$ cat config.mk
export PLATFORM = sky130hd
export DESIGN_NAME = alu_mdu
export DESIGN_NICKNAME = d
export VERILOG_FILES = /design/src/rtl/alu_mdu.sv
export SDC_FILE = /design/constraint.sdc
export NUM_CORES = 1
export LEC_CHECK = 0
export ABC_AREA = 1
export BUFFER_PORTS_ARGS = -buffer_cell sky130_fd_sc_hd__buf_2
export CAP_MARGIN = 20
export CELL_PAD_IN_SITES_DETAIL_PLACEMENT = 1
export CELL_PAD_IN_SITES_GLOBAL_PLACEMENT = 2
export CORE_MARGIN = 2
export CORE_UTILIZATION = 35
export DETAILED_ROUTE_END_ITERATION = 7
export PLACE_DENSITY_LB_ADDON = 0.2
export SYNTH_ARGS = -nofsm -noshare
export SYNTH_HDL_FRONTEND = slang
export SYNTH_SLANG_ARGS = --single-unit
$ cat constraint.sdc
create_clock -name clk -period 7 [get_ports clk]
set_clock_uncertainty 0.05 [all_clocks]
set_input_delay 0.7 -clock clk [delete_from_list [all_inputs] [get_ports clk]]
set_output_delay 0.7 -clock clk [all_outputs]
set_load 0.01 [all_outputs]
$ cat src/rtl/alu_mdu.sv
// -----------------------------------------------------------------------------
// alu_mdu -- integer ALU with an iterative multiply/divide unit.
//
// Single-cycle operations (add/sub, logic, set-less-than, shifts) produce a
// result the cycle after they are accepted. Unsigned multiply and unsigned
// divide run a one-bit-per-cycle shift-add / restoring-division loop and
// produce a result WIDTH+1 cycles after acceptance. Requests and results both
// use a valid/ready handshake, and a result may be handed off in the same
// cycle that the next request is accepted.
//
// Ports
//   clk        sole clock, rising edge
//   rst_n      asynchronous active-low reset
//   in_valid   request present
//   in_ready   request can be accepted this cycle
//   rs, rt     operands A and B (WIDTH bits), sampled on accept
//   ctrl       4-bit opcode, sampled on accept
//   out_valid  result present
//   out_ready  consumer takes the result this cycle
//   rd         ALU result / product low word / quotient
//   rd_hi      product high word / remainder; zero for single-cycle ops
//   overflow   signed overflow of add/sub
//   div_zero   divide-by-zero flag for divu
// -----------------------------------------------------------------------------
module alu_mdu #(
    parameter int WIDTH = 32
) (
    input  logic             clk,
    input  logic             rst_n,
    input  logic             in_valid,
    output logic             in_ready,
    input  logic [WIDTH-1:0] rs,
    input  logic [WIDTH-1:0] rt,
    input  logic [3:0]       ctrl,
    output logic             out_valid,
    input  logic             out_ready,
    output logic [WIDTH-1:0] rd,
    output logic [WIDTH-1:0] rd_hi,
    output logic             overflow,
    output logic             div_zero
);

    localparam int CNT_W = $clog2(WIDTH);
    localparam int SH_W  = $clog2(WIDTH);
    localparam logic [CNT_W-1:0] CNT_LAST = CNT_W'(WIDTH - 1);

    localparam logic [3:0] OP_ADDU  = 4'b0000;
    localparam logic [3:0] OP_ADD   = 4'b0001;
    localparam logic [3:0] OP_AND   = 4'b0010;
    localparam logic [3:0] OP_OR    = 4'b0011;
    localparam logic [3:0] OP_NOT   = 4'b0100;
    localparam logic [3:0] OP_NOR   = 4'b0101;
    localparam logic [3:0] OP_XOR   = 4'b0110;
    localparam logic [3:0] OP_NEG   = 4'b0111;
    localparam logic [3:0] OP_SUBU  = 4'b1000;
    localparam logic [3:0] OP_SUB   = 4'b1001;
    localparam logic [3:0] OP_SLTU  = 4'b1010;
    localparam logic [3:0] OP_SLT   = 4'b1011;
    localparam logic [3:0] OP_MULTU = 4'b1100;
    localparam logic [3:0] OP_DIVU  = 4'b1101;
    localparam logic [3:0] OP_SLL   = 4'b1110;
    localparam logic [3:0] OP_SRL   = 4'b1111;

    typedef enum logic [1:0] {
        IDLE,
        BUSY,
        DONE
    } state_t;

    state_t           state;
    logic [CNT_W-1:0] count;
    logic [WIDTH-1:0] operand_b;
    logic             is_div;

    logic             accept;
    logic             is_multi;

    logic [WIDTH-1:0] alu_sum;
    logic [WIDTH-1:0] alu_diff;
    logic [SH_W-1:0]  shamt;
    logic [WIDTH-1:0] alu_result;
    logic             alu_overflow;

    logic [WIDTH:0]   mul_add;
    logic [WIDTH:0]   div_shift;
    logic [WIDTH:0]   div_diff;
    logic [WIDTH-1:0] step_hi;
    logic [WIDTH-1:0] step_lo;

    // Handshake. A new request can be taken when idle, or when the current
    // result is being consumed in the same cycle (back-to-back operation).
    assign in_ready  = (state == IDLE) || ((state == DONE) && out_ready);
    assign out_valid = (state == DONE);
    assign accept    = in_valid && in_ready;
    assign is_multi  = (ctrl == OP_MULTU) || (ctrl == OP_DIVU);

    // Single-cycle datapath, computed straight from the request so the
    // result can be captured on the accepting edge.
    always_comb begin
        alu_sum      = rs + rt;
        alu_diff     = rs - rt;
        shamt        = rt[SH_W-1:0];
        alu_result   = '0;
        alu_overflow = 1'b0;
        case (ctrl)
            OP_ADDU: alu_result = alu_sum;
            OP_ADD: begin
                alu_result   = alu_sum;
                alu_overflow = (rs[WIDTH-1] == rt[WIDTH-1]) &&
                               (alu_sum[WIDTH-1] != rs[WIDTH-1]);
            end
            OP_AND:  alu_result = rs & rt;
            OP_OR:   alu_result = rs | rt;
            OP_NOT:  alu_result = ~rs;
            OP_NOR:  alu_result = ~(rs | rt);
            OP_XOR:  alu_result = rs ^ rt;
            OP_NEG:  alu_result = '0 - rs;
            OP_SUBU: alu_result = alu_diff;
            OP_SUB: begin
                alu_result   = alu_diff;
                alu_overflow = (rs[WIDTH-1] != rt[WIDTH-1]) &&
                               (alu_diff[WIDTH-1] != rs[WIDTH-1]);
            end
            OP_SLTU: alu_result = {{(WIDTH-1){1'b0}}, (rs < rt)};
            OP_SLT:  alu_result = {{(WIDTH-1){1'b0}}, ($signed(rs) < $signed(rt))};
            OP_SLL:  alu_result = rs << shamt;
            OP_SRL:  alu_result = rs >> shamt;
            default: alu_result = '0;
        endcase
    end

    // One iteration of the multi-cycle loop. rd/rd_hi double as the working
    // registers: for multu {rd_hi, rd} is the partial product with the
    // multiplier shifting out of rd; for divu rd holds the dividend shifting
    // out at the top while quotient bits shift in at the bottom, and rd_hi
    // is the running remainder. A zero divisor never borrows, so the loop
    // naturally yields an all-ones quotient and a remainder equal to rs.
    always_comb begin
        mul_add   = {1'b0, rd_hi} + (rd[0] ? {1'b0, operand_b} : {(WIDTH+1){1'b0}});
        div_shift = {rd_hi, rd[WIDTH-1]};
        div_diff  = div_shift - {1'b0, operand_b};
        step_hi   = '0;
        step_lo   = '0;
        if (is_div) begin
            if (!div_diff[WIDTH]) begin
                step_hi = div_diff[WIDTH-1:0];
                step_lo = {rd[WIDTH-2:0], 1'b1};
            end else begin
                step_hi = div_shift[WIDTH-1:0];
                step_lo = {rd[WIDTH-2:0], 1'b0};
            end
        end else begin
            step_hi = mul_add[WIDTH:1];
            step_lo = {mul_add[0], rd[WIDTH-1:1]};
        end
    end

    // Control FSM and result registers. Multi-cycle ops run WIDTH
    // iterations (count 0..WIDTH-1) in BUSY, so the result appears
    // WIDTH+1 cycles after acceptance.
    always_ff @(posedge clk or negedge rst_n) begin
        if (!rst_n) begin
            state     <= IDLE;
            count     <= '0;
            rd        <= '0;
            rd_hi     <= '0;
            overflow  <= 1'b0;
            div_zero  <= 1'b0;
            operand_b <= '0;
            is_div    <= 1'b0;
        end else if (accept) begin
            count <= '0;
            if (is_multi) begin
                state     <= BUSY;
                operand_b <= rt;
                is_div    <= (ctrl == OP_DIVU);
                rd        <= rs;
                rd_hi     <= '0;
                overflow  <= 1'b0;
                div_zero  <= (ctrl == OP_DIVU) && (rt == '0);
            end else begin
                state    <= DONE;
                rd       <= alu_result;
                rd_hi    <= '0;
                overflow <= alu_overflow;
                div_zero <= 1'b0;
            end
        end else begin
            case (state)
                BUSY: begin
                    rd    <= step_lo;
                    rd_hi <= step_hi;
                    count <= count + 1'b1;
                    if (count == CNT_LAST) begin
                        state <= DONE;
                    end
                end
                DONE: begin
                    if (out_ready) begin
                        state <= IDLE;
                    end
                end
                default: ;
            endcase
        end
    end

endmodule

# Yosys cells after proc, flatten, opt, wreduce, memory -nomap -nowiden

Cells that the tools add are included.

Add/subtract/negate cells: 6
Equality and inequality tests: 24
Reductions and logical operators: 16
$lt $le $gt $ge: 2
Mux-type cells: 21
Bitwise operators: 5
Shift-type cells: 2

Operators by type and width:

| operator                | number |
|---|---|
| $pmux W32 S12           | 1 |
| $mux W32                | 9 |
| $lt A32 B32 Y1          | 2 |
| $not A32 Y32            | 2 |
| $add A32 B32 Y33        | 1 |
| $sub A33 B32 Y33        | 1 |
| $add A32 B32 Y32        | 1 |
| $and A32 B32 Y32        | 1 |
| $eq A4 B4 Y1 const B    | 8 |
| $logic_not A32 Y1       | 1 |
| $or A32 B32 Y32         | 1 |
| $shl A32 B5 Y32         | 1 |
| $shr A32 B5 Y32         | 1 |
| $sub A1 B32 Y32 const A | 1 |
| $sub A32 B32 Y32        | 1 |
| $xor A32 B32 Y32        | 1 |
| $eq A4 B3 Y1 const B    | 4 |
| $mux W5                 | 2 |
| $eq A4 B2 Y1 const B    | 2 |
| $mux W2                 | 4 |
| $add A5 B1 Y5 const B   | 1 |
| $eq A5 B5 Y1 const B    | 1 |
| $logic_and A1 B1 Y1     | 5 |
| $eq A4 B1 Y1 const B    | 1 |
| 17 further kinds        | 23 |

Logic and storage cells: 84
Input bits: 72
Bits in registers: 106
Output and inout bits: 68

# Longest topological paths before layout

Gate-level depths: netlist (run 1).

Depth in word-level cells: 6
Gate-level depth with buffers: 20
Mapped depth without buffers: 18

# Worst setup path after synthesis (run 1)

OpenSTA, ideal clock, no wires.

Path kind: input-to-reg
Start point: input rt[3]
End point: register rd[31]
Arrival time: 2688 ps
Setup slack: 4140 ps
Stages on the path: 19
Data required time: 6828 ps
Buffers on the path: 3
Cells stage by stage: buf_2 > inv_2 > buf_1 > ha_1 > buf_2 > nor2_1 > nand2_1 > inv_1 > nand2_1 > nand2_1 > nand2_1 > nand2_1 > nand2_1 > nand2_1 > nand2_1 > nand3_1 > nand3_1 > nand2_1 > a21oi_1

Word-level cells in the longest chain between the ends: 4
Elaborated cells between the ends (all ways): 7
Classes of those cells: add/sub (2); shift (2); mux (3)

Ends and longest elaborated chain:

| what                                           | line | text |
|---|---|---|
| from (decl)                                    | 33   | `input logic [WIDTH-1:0] rt,` |
| $sub A32 B32 Y32, or another cell as far along | 101  | `alu_diff = rs - rt;` |
| $pmux W32 S12 (*)                              | 105  | `case (ctrl)` |
| $mux W32 (*)                                   | 173  | `if (is_multi) begin` |
| $mux W32 (*)                                   | 171  | `end else if (accept) begin` |
| to (signal assigned)                           | 177  | `rd <= rs;` |
| to (signal assigned)                           | 183  | `rd <= alu_result;` |
| to (signal assigned)                           | 191  | `rd <= step_lo;` |
| to (decl)                                      | 37   | `output logic [WIDTH-1:0] rd,` |

Mark *: on every way between the ends. The rest lies on a longest branch, timed or not.
A chain may end at the register's enable or synchronous reset.

# Worst setup path after layout (run 1)

Start point: input rt[0]
End point: register div_zero

Word-level cells in the longest chain between the ends: 3

Ends and longest elaborated chain:

| what                 | line | text |
|---|---|---|
| $logic_not A32 Y1    | 180  | `div_zero <= (ctrl == OP_DIVU) && (rt == '0);` |
| $logic_and A1 B1 Y1  | 180  |  |
| $mux W1              | 173  |  |
| to (signal assigned) | 180  |  |
| to (decl)            | 40   | `output logic div_zero` |

Every way passes these cells.

==> results of run 1 <==
final cells by class:
| cell class | count | share of cell area, % |
|---|---|---|
| inverters | 553 | 9.05 |
| multi-input cells | 3131 | 69.7 |
| well taps | 782 | 4.26 |
| clock inverters | 7 | 0.398 |
| flip-flops and latches | 106 | 11.6 |
| clock buffers | 9 | 0.982 |
| diodes | 2 | 0.0218 |
| repair buffers | 169 | 4.02 |
logic make-up (layout without fill, tap and decap cells):
| family | count (synthesis) | count (layout) | share of synthesized area [%] |
|---|---|---|---|
| other cells | 0 | 2 | 0 |
| compound gates | 512 | 512 | 13.9 |
| fa+ha+maj | 180 | 180 | 10.7 |
| xor+xnor | 33 | 33 | 1.35 |
| flops | 106 | 106 | 12.4 |
| buf+inv | 702 | 738 | 13.0 |
| simple gates | 2406 | 2406 | 48.7 |
worst max path at each step:
stage	start	to	slack (ns)
2_1_floorplan	rt[3]	rd[31]$_DFFE_PN0P_	4.14
3_3_place_gp	rt[0]	div_zero$_DFFE_PN0P_	2.92
3_5_place_dp	rt[1]	rd[20]$_DFFE_PN0P_	2.97
5_1_grt	rt[1]	overflow$_DFFE_PN0P_	3.05
4_1_cts	rt[1]	rd[20]$_DFFE_PN0P_	3.40
6_report	rt[0]	div_zero$_DFFE_PN0P_	3.16
metal layers:
layer	GRT usage [%]	routed length [um]
met1	48.2	51900
met4	21.5	8240
met3	4.49	6990
met2	61.9	54600
met5	0	13
Yosys cell counts, types with 3 or more instances:
library cell	number	area share (%)
buf_2	65	1.5
inv_2	22	0.39
a21oi_2	5	0.20
nor4_1	8	0.23
nand3_2	4	0.19
buf_1	18	0.32
nor2_4	5	0.26
nand2_1	1227	22
buf_4	4	0.14
nand2_4	13	0.68
nor3_1	39	0.91
and3_1	7	0.20
clkbuf_1	57	1.0
or2_2	6	0.18
dfrtp_1	106	12
o21bai_1	20	0.70
a221oi_1	29	1.2
nand4_1	50	1.5
and2_1	14	0.41
clkinv_1	3	0.053
buf_6	3	0.16
nor3_2	4	0.19
nor2_2	8	0.23
ha_1	176	10
xnor2_1	15	0.61
o221ai_1	7	0.29
o22ai_1	22	0.64
inv_1	528	9.3
o211ai_1	16	0.56
a31oi_1	7	0.20
nand3_1	577	14
a21oi_1	187	4.4
fa_1	4	0.37
xor2_1	18	0.74
nand3b_1	19	0.67
nor2_1	385	6.8
nand2_2	31	0.91
o21ai_0	183	4.3
o211ai_2	14	0.82
or2_1	4	0.12
o21ai_1	11	0.26
sequential cells by signal (all words and copies together) (netlist names):
name and count:
state 2, rd 32, rd_hi 32, count 5
operand_b 32, div_zero 1, overflow 1, is_div 1
stage by stage:
step | std cells | cell area [um2]
3_3_place_gp | 4741 | 22600
5_1_grt | 4757 | 22900
3_5_place_dp | 4741 | 22600
4_1_cts | 4757 | 22900
6_report | 4759 | 22900
2_1_floorplan | 3939 | 21400
power by group through the flow:
stage          combinational, uW  sequential, uW  clock (uW)
2_1_floorplan               2840            1110           0
3_5_place_dp                4260            1220           0
6_report                    4330            1220         583
5_1_grt                     4770            1230         615
4_1_cts                     4280            1200         595
3_3_place_gp                4220            1210           0
layout by cell type (no fill, tap or decap), drive strengths merged, types with 50 or more instances in the layout:
cell and n:
nand3 581, nor2 399, a21oi 192, buf 169, o21ai 194, dfrtp 106, nand4 50, nand2 1271
ha 176, inv 555
==> results by group, run 1 <==
Setup path
  – CP arrival: 4.12 ns
  – Critical Path Stages: 6
  – CP required: a little over 7 ns
  – R2R cell count: 18
  – Buf/Inv on CP: 2
  – CP startpoint kind: input port
  – Critical Path Fanout Max: 36
  – CP top delay family: simple AND/OR/NAND/NOR gates
  – Crit path kind: in2reg
  – Worst setup EP type: flip-flop
  – Reg-to-Reg End: rd_hi[13]$_DFFE_PN0P_
  – Crit path cell chain: buf_2, inv_2, nand3_1, nor4_1, nand4_1, o21ai_0
  – Worst r2r src: rd[31]$_DFFE_PN0P_
  – R2R Setup Slk: 3.49 ns
  – CP max-delay cell: nor4_1
  – Max stage delay on crit path: 0.97 ns

Yosys
  – Syn nets: between 4000 and 5000
  – Yosys warns: 0
  – Yosys reg bits: 106
  – Sequential share of the synthesized area: around an eighth
  – Post-Synthesis Cells: ~3900
  – Synth unique cells: 54
  – Netlist Area Pre-Place: approximately 21000 um2
  – Synth Flop Type: dfrtp_1
  – EDFF count, synth: 0
  – Avg Cell Area, Syn: 5.43 um2
  – Async SR Flop Fraction: 100%

Detailed routing
  – Total routed wirelength: 122 mm
  – First drt pass iteration count: 5
  – Drt wl/cell: 25.6 um
  – Vias: 27198
  – Initial DRC Count: 2583
  – Via/cell ratio: between 5 and 6
  – Post-route antenna net violation count: 0
  – DRC viols: 0

Timing
  – Worst slew pin tran: 1.03 ns
  – Post-layout min period: 3.84 ns
  – F_max: 0.260 GHz
  – Setup TNS Final: 0 ns
  – RSZ-0062 raised after global routing: no
  – Max Transition Viols Final: 0
  – Worst setup margin: 3.16 ns
  – Final worst-path cycle share: 54.9%
  – Rel. slew slack: 30.4%
  – Hold Vio Cnt, Final: 0
  – Endpoints failing setup: 0
  – Final hold slack: 0.297 ns

Power
  – Seq pwr share: 19.9%
  – Pint: 2410 uW
  – Gate power share: 70.6%
  – Power Density: 267 nW/um2
  – Pwr Total: 6130 uW
  – Sw Ratio: between 60 and 70%
  – VDD IR-drop max: 168 uV
  – Clk pwr share: about a tenth
  – Sw Pwr: roughly 3700 uW
  – Leak: 0.0123 uW

Placed design
  – Pre-CTS WS: 2.97 ns
  – Gpl congestion: roughly 1
  – Final HPWL DP: 99.2 mm
  – I/O Buffers: ~140

Layout
  – Layout area overhead: 7.28%
  – Area occupied by multi-input gates: 16000 um2
  – NumNets Final: 4222
  – Sequential Area: 2650 um2
  – Fillers: roughly 8500
  – Final Util: 38.0%
  – Layout cell share with drive strength beyond 1: 7.72%

Flow run
  – Maxcap violations: 0

Global routing
  – GR Util All Layers: between 30% and 40%
  – First-pass GRT wire length: 178 mm
  – Vias in the first global route: 26894
  – Initial antenna violation count: 2
  – GRT overflow: 0
  – Pin count of the biggest net entering global routing: 64

CTS
  – CTS max path bufs: 2
  – Number of buffers created by CTS: 9
  – Clock transition at path regs: 0.11 ns
  – Clk Tree Root Cell: clkbuf_16
  – H-tree Lvls: 3
  – Sink Count: 106
  – CTS Hold Bufs: 0
  – Clk_lat worst skew: 0.41 ns
  – # resized after CTS: 0
  – CTS tree: yes
  – Post-CTS Setup Inserts: 0

Floorplanning
  – IO Pins: 140
  – Initial Util: 35.4%
  – Die height: 251 um
  – Die ar.: 63100 um2
  – Die W: 251 um
  – # rows: 90
  – CORE AREA: around 60000 um2

Min path
  – Worst Hold Class: in2async

Status
  – Status: complete, no violations
Note: power is estimated with default switching activity, not from simulation.
==> inputs of run 2 (changes only) <==
--- a/config.mk
+++ b/config.mk
@@ -11,7 +11,7 @@
 export CELL_PAD_IN_SITES_DETAIL_PLACEMENT = 1
 export CELL_PAD_IN_SITES_GLOBAL_PLACEMENT = 2
 export CORE_MARGIN = 2
-export CORE_UTILIZATION = 35
+export CORE_UTILIZATION = 33
 export DETAILED_ROUTE_END_ITERATION = 7
 export PLACE_DENSITY_LB_ADDON = 0.2
 export SYNTH_ARGS = -nofsm -noshare
==> constraint.sdc (replaced) <==
create_clock -name clk -period 3.62 [get_ports clk]
set_clock_uncertainty 0.05 [all_clocks]
set_input_delay 0.362 -clock clk [delete_from_list [all_inputs] [get_ports clk]]
set_output_delay 0.362 -clock clk [all_outputs]
set_load 0.01 [all_outputs]
==> run 2 against run 1 <==
Compared with the run above:
- sequential share of layout area down 0.39 points
- combinational power up 96%
- flip-flop and latch count unchanged
- worst hold slack worse by 0.28 ns
- design area up 3.5%
- critical path type is now reg2reg
- largest cell class unchanged
- largest power group unchanged
==> results by group, run 2 (same netlist as run 1, synthesis figures left out) <==
Timing
  – Max Transition Viols Final: 0
  – Final hold slack: 0.0207 ns
  – RSZ-0062 raised after global routing: no
  – Endpoints failing setup: 0
  – Hold Vio Cnt, Final: 0
  – Setup TNS Final: 0 ns
  – Final worst-path cycle share: between 80% and 90%
  – Post-layout min period: 3.17 ns
  – F_max: 0.316 GHz
  – Worst setup margin: about 0.45 ns
  – Rel. slew slack: 34.8%
  – Worst slew pin tran: approximately 0.98 ns

Global routing
  – GRT overflow: 0
  – First-pass GRT wire length: 185 mm
  – Initial antenna violation count: 1
  – Pin count of the biggest net entering global routing: 60
  – Vias in the first global route: about 28000
  – GR Util All Layers: 37.5%

Layout
  – Commonest non-fill, non-tap cells in the layout: nand2_1, nand3_1, inv_1, nor2_1, a21oi_1
  – Commonest non-fill, non-tap cell in the layout: nand2_1
  – Filler-free cell count of the finished design: between 4000 and 5000
  – Top Registers: operand_b x32, rd x32, rd_hi x32
  – NumNets Final: approximately 4300
  – Layout area overhead: 11.0%
  – Fillers: 9149
  – Layout cell share with drive strength beyond 1: 9.63%
  – Area occupied by multi-input gates: 16000 um2
  – Sequential Area: 2650 um2
  – Final Instance Area: ~24000 um2

CTS
  – Clk Tree Root Cell: clkbuf_16
  – CTS tree: yes
  – Clk_lat worst skew: 0.41 ns
  – CTS Hold Bufs: 0
  – Clock transition at path regs: 0.10 ns
  – Sink Count: 106
  – CTS max path bufs: 2
  – Number of buffers created by CTS: 9
  – Post-CTS Setup Inserts: 0
  – # resized after CTS: 0
  – H-tree Lvls: 3

Placed design
  – Gpl congestion: 1.02
  – Dpl cells: 4900
  – I/O Buffers: around 140
  – Final HPWL DP: 106 mm
  – Post-DP Area: between 20000 and 25000 um2
  – Pre-CTS WS: 0.360 ns

Setup path
  – Critical Path Fanout Max: 16
  – CP startpoint kind: flip-flop
  – Crit path kind: reg2reg
  – CP arrival: roughly 3.4 ns
  – Worst setup EP type: flip-flop
  – Reg-to-Reg End: rd_hi[13]$_DFFE_PN0P_
  – CP required: 3.84 ns
  – R2R cell count: 19
  – R2R Setup Slk: approximately 0.45 ns
  – Worst r2r src: rd[31]$_DFFE_PN0P_

Detailed routing
  – Via/cell ratio: 5.59
  – Drt wl/cell: between 20 and 30 um
  – Post-route antenna net violation count: 0
  – Total routed wirelength: between 100 and 150 mm
  – Vias: between 20000 and 30000
  – DRC viols: 0
  – Initial DRC Count: about 2100
  – First drt pass iteration count: 5

Floorplanning
  – Die W: about 260 um
  – # rows: 93
  – Initial Util: roughly a third
  – IO Pins: 140
  – CORE AREA: 64200 um2
  – Die ar.: approximately 67000 um2
  – Die height: 259 um

Power
  – Leak: 0.0128 uW
  – Clk pwr share: under 10%
  – VDD IR-drop max: 296 uV
  – Gate power share: 70.6%
  – Power Density: roughly 500 nW/um2
  – Sw Pwr: 7240 uW
  – Seq pwr share: 20.1%
  – Sw Ratio: between 60% and 70%
  – Pint: roughly 4800 uW

Status
  – Status: complete, no violations

Flow run
  – Maxcap violations: 0

Min path
  – Worst Hold Class: in2async
[run 2: critical path, stage by stage (launching register included)]
cell     delay, ns
dfrtp_1       0.49
inv_1         0.17
ha_1          0.16
inv_1         0.07
fa_1          0.41
nand2_1       0.09
nand2_1       0.07
nand3_1       0.14
nand2_2       0.14
nand2_2       0.11
nand2_4       0.07
nand2_4       0.08
nand2_1       0.08
nand2_2       0.08
nand2_4       0.11
nor2_8        0.25
buf_12        0.22
nand2_1       0.07
nand3_1       0.08
o21ai_0       0.08
[run 2: metrics by stage]
stage	power, uW	util [%]
after floorplan	7650	-
after global placement	10700	36.5
after detailed placement	10800	36.5
after CTS	12000	37.0
after global routing	13000	37.0
final	12000	37.0
[run 2: power by group through the flow]
stage | registers (uW) | clock network, uW | logic [uW]
2_1_floorplan | 2150 | 0 | 5500
3_3_place_gp | 2410 | 0 | 8320
3_5_place_dp | 2420 | 0 | 8400
4_1_cts | 2400 | 1130 | 8440
5_1_grt | 2460 | 1160 | 9410
6_report | 2420 | 1110 | 8500
[run 2: per-layer routing]
layer | global-route usage, % | routed length, um | vias to the layer above
met5 | 0 | 0 | -
li1 | - | - | 13007
met4 | 23.2 | 8890 | 0
met3 | 4.03 | 7290 | 299
met1 | 45.8 | 51600 | 13230
met2 | 63.3 | 59100 | 950
[run 2: how the worst max path moves through the flow]
stage | start | cells past startpoint | slack, ns | end
4_1_cts | rd[31]$_DFFE_PN0P_ | 19 | 0.45 | rd_hi[13]$_DFFE_PN0P_
2_1_floorplan | rt[3] | 19 | 1.10 | rd[31]$_DFFE_PN0P_
5_1_grt | rd[31]$_DFFE_PN0P_ | 19 | 0.23 | rd_hi[14]$_DFFE_PN0P_
3_3_place_gp | rs[18] | 15 | 0.34 | rd[20]$_DFFE_PN0P_
3_5_place_dp | rs[18] | 15 | 0.36 | rd[20]$_DFFE_PN0P_
6_report | rd[31]$_DFFE_PN0P_ | 19 | 0.45 | rd_hi[13]$_DFFE_PN0P_
[run 2: final cells by class]
| class | count | area share, % |
|---|---|---|
| diodes | 1 | 0.0105 |
| well taps | 855 | 4.51 |
| multi-input cells | 3131 | 67.3 |
| inverters | 553 | 8.74 |
| clock inverters | 7 | 0.343 |
| flip-flops and latches | 106 | 11.2 |
| repair buffers | 255 | 6.98 |
| clock buffers | 9 | 0.949 |
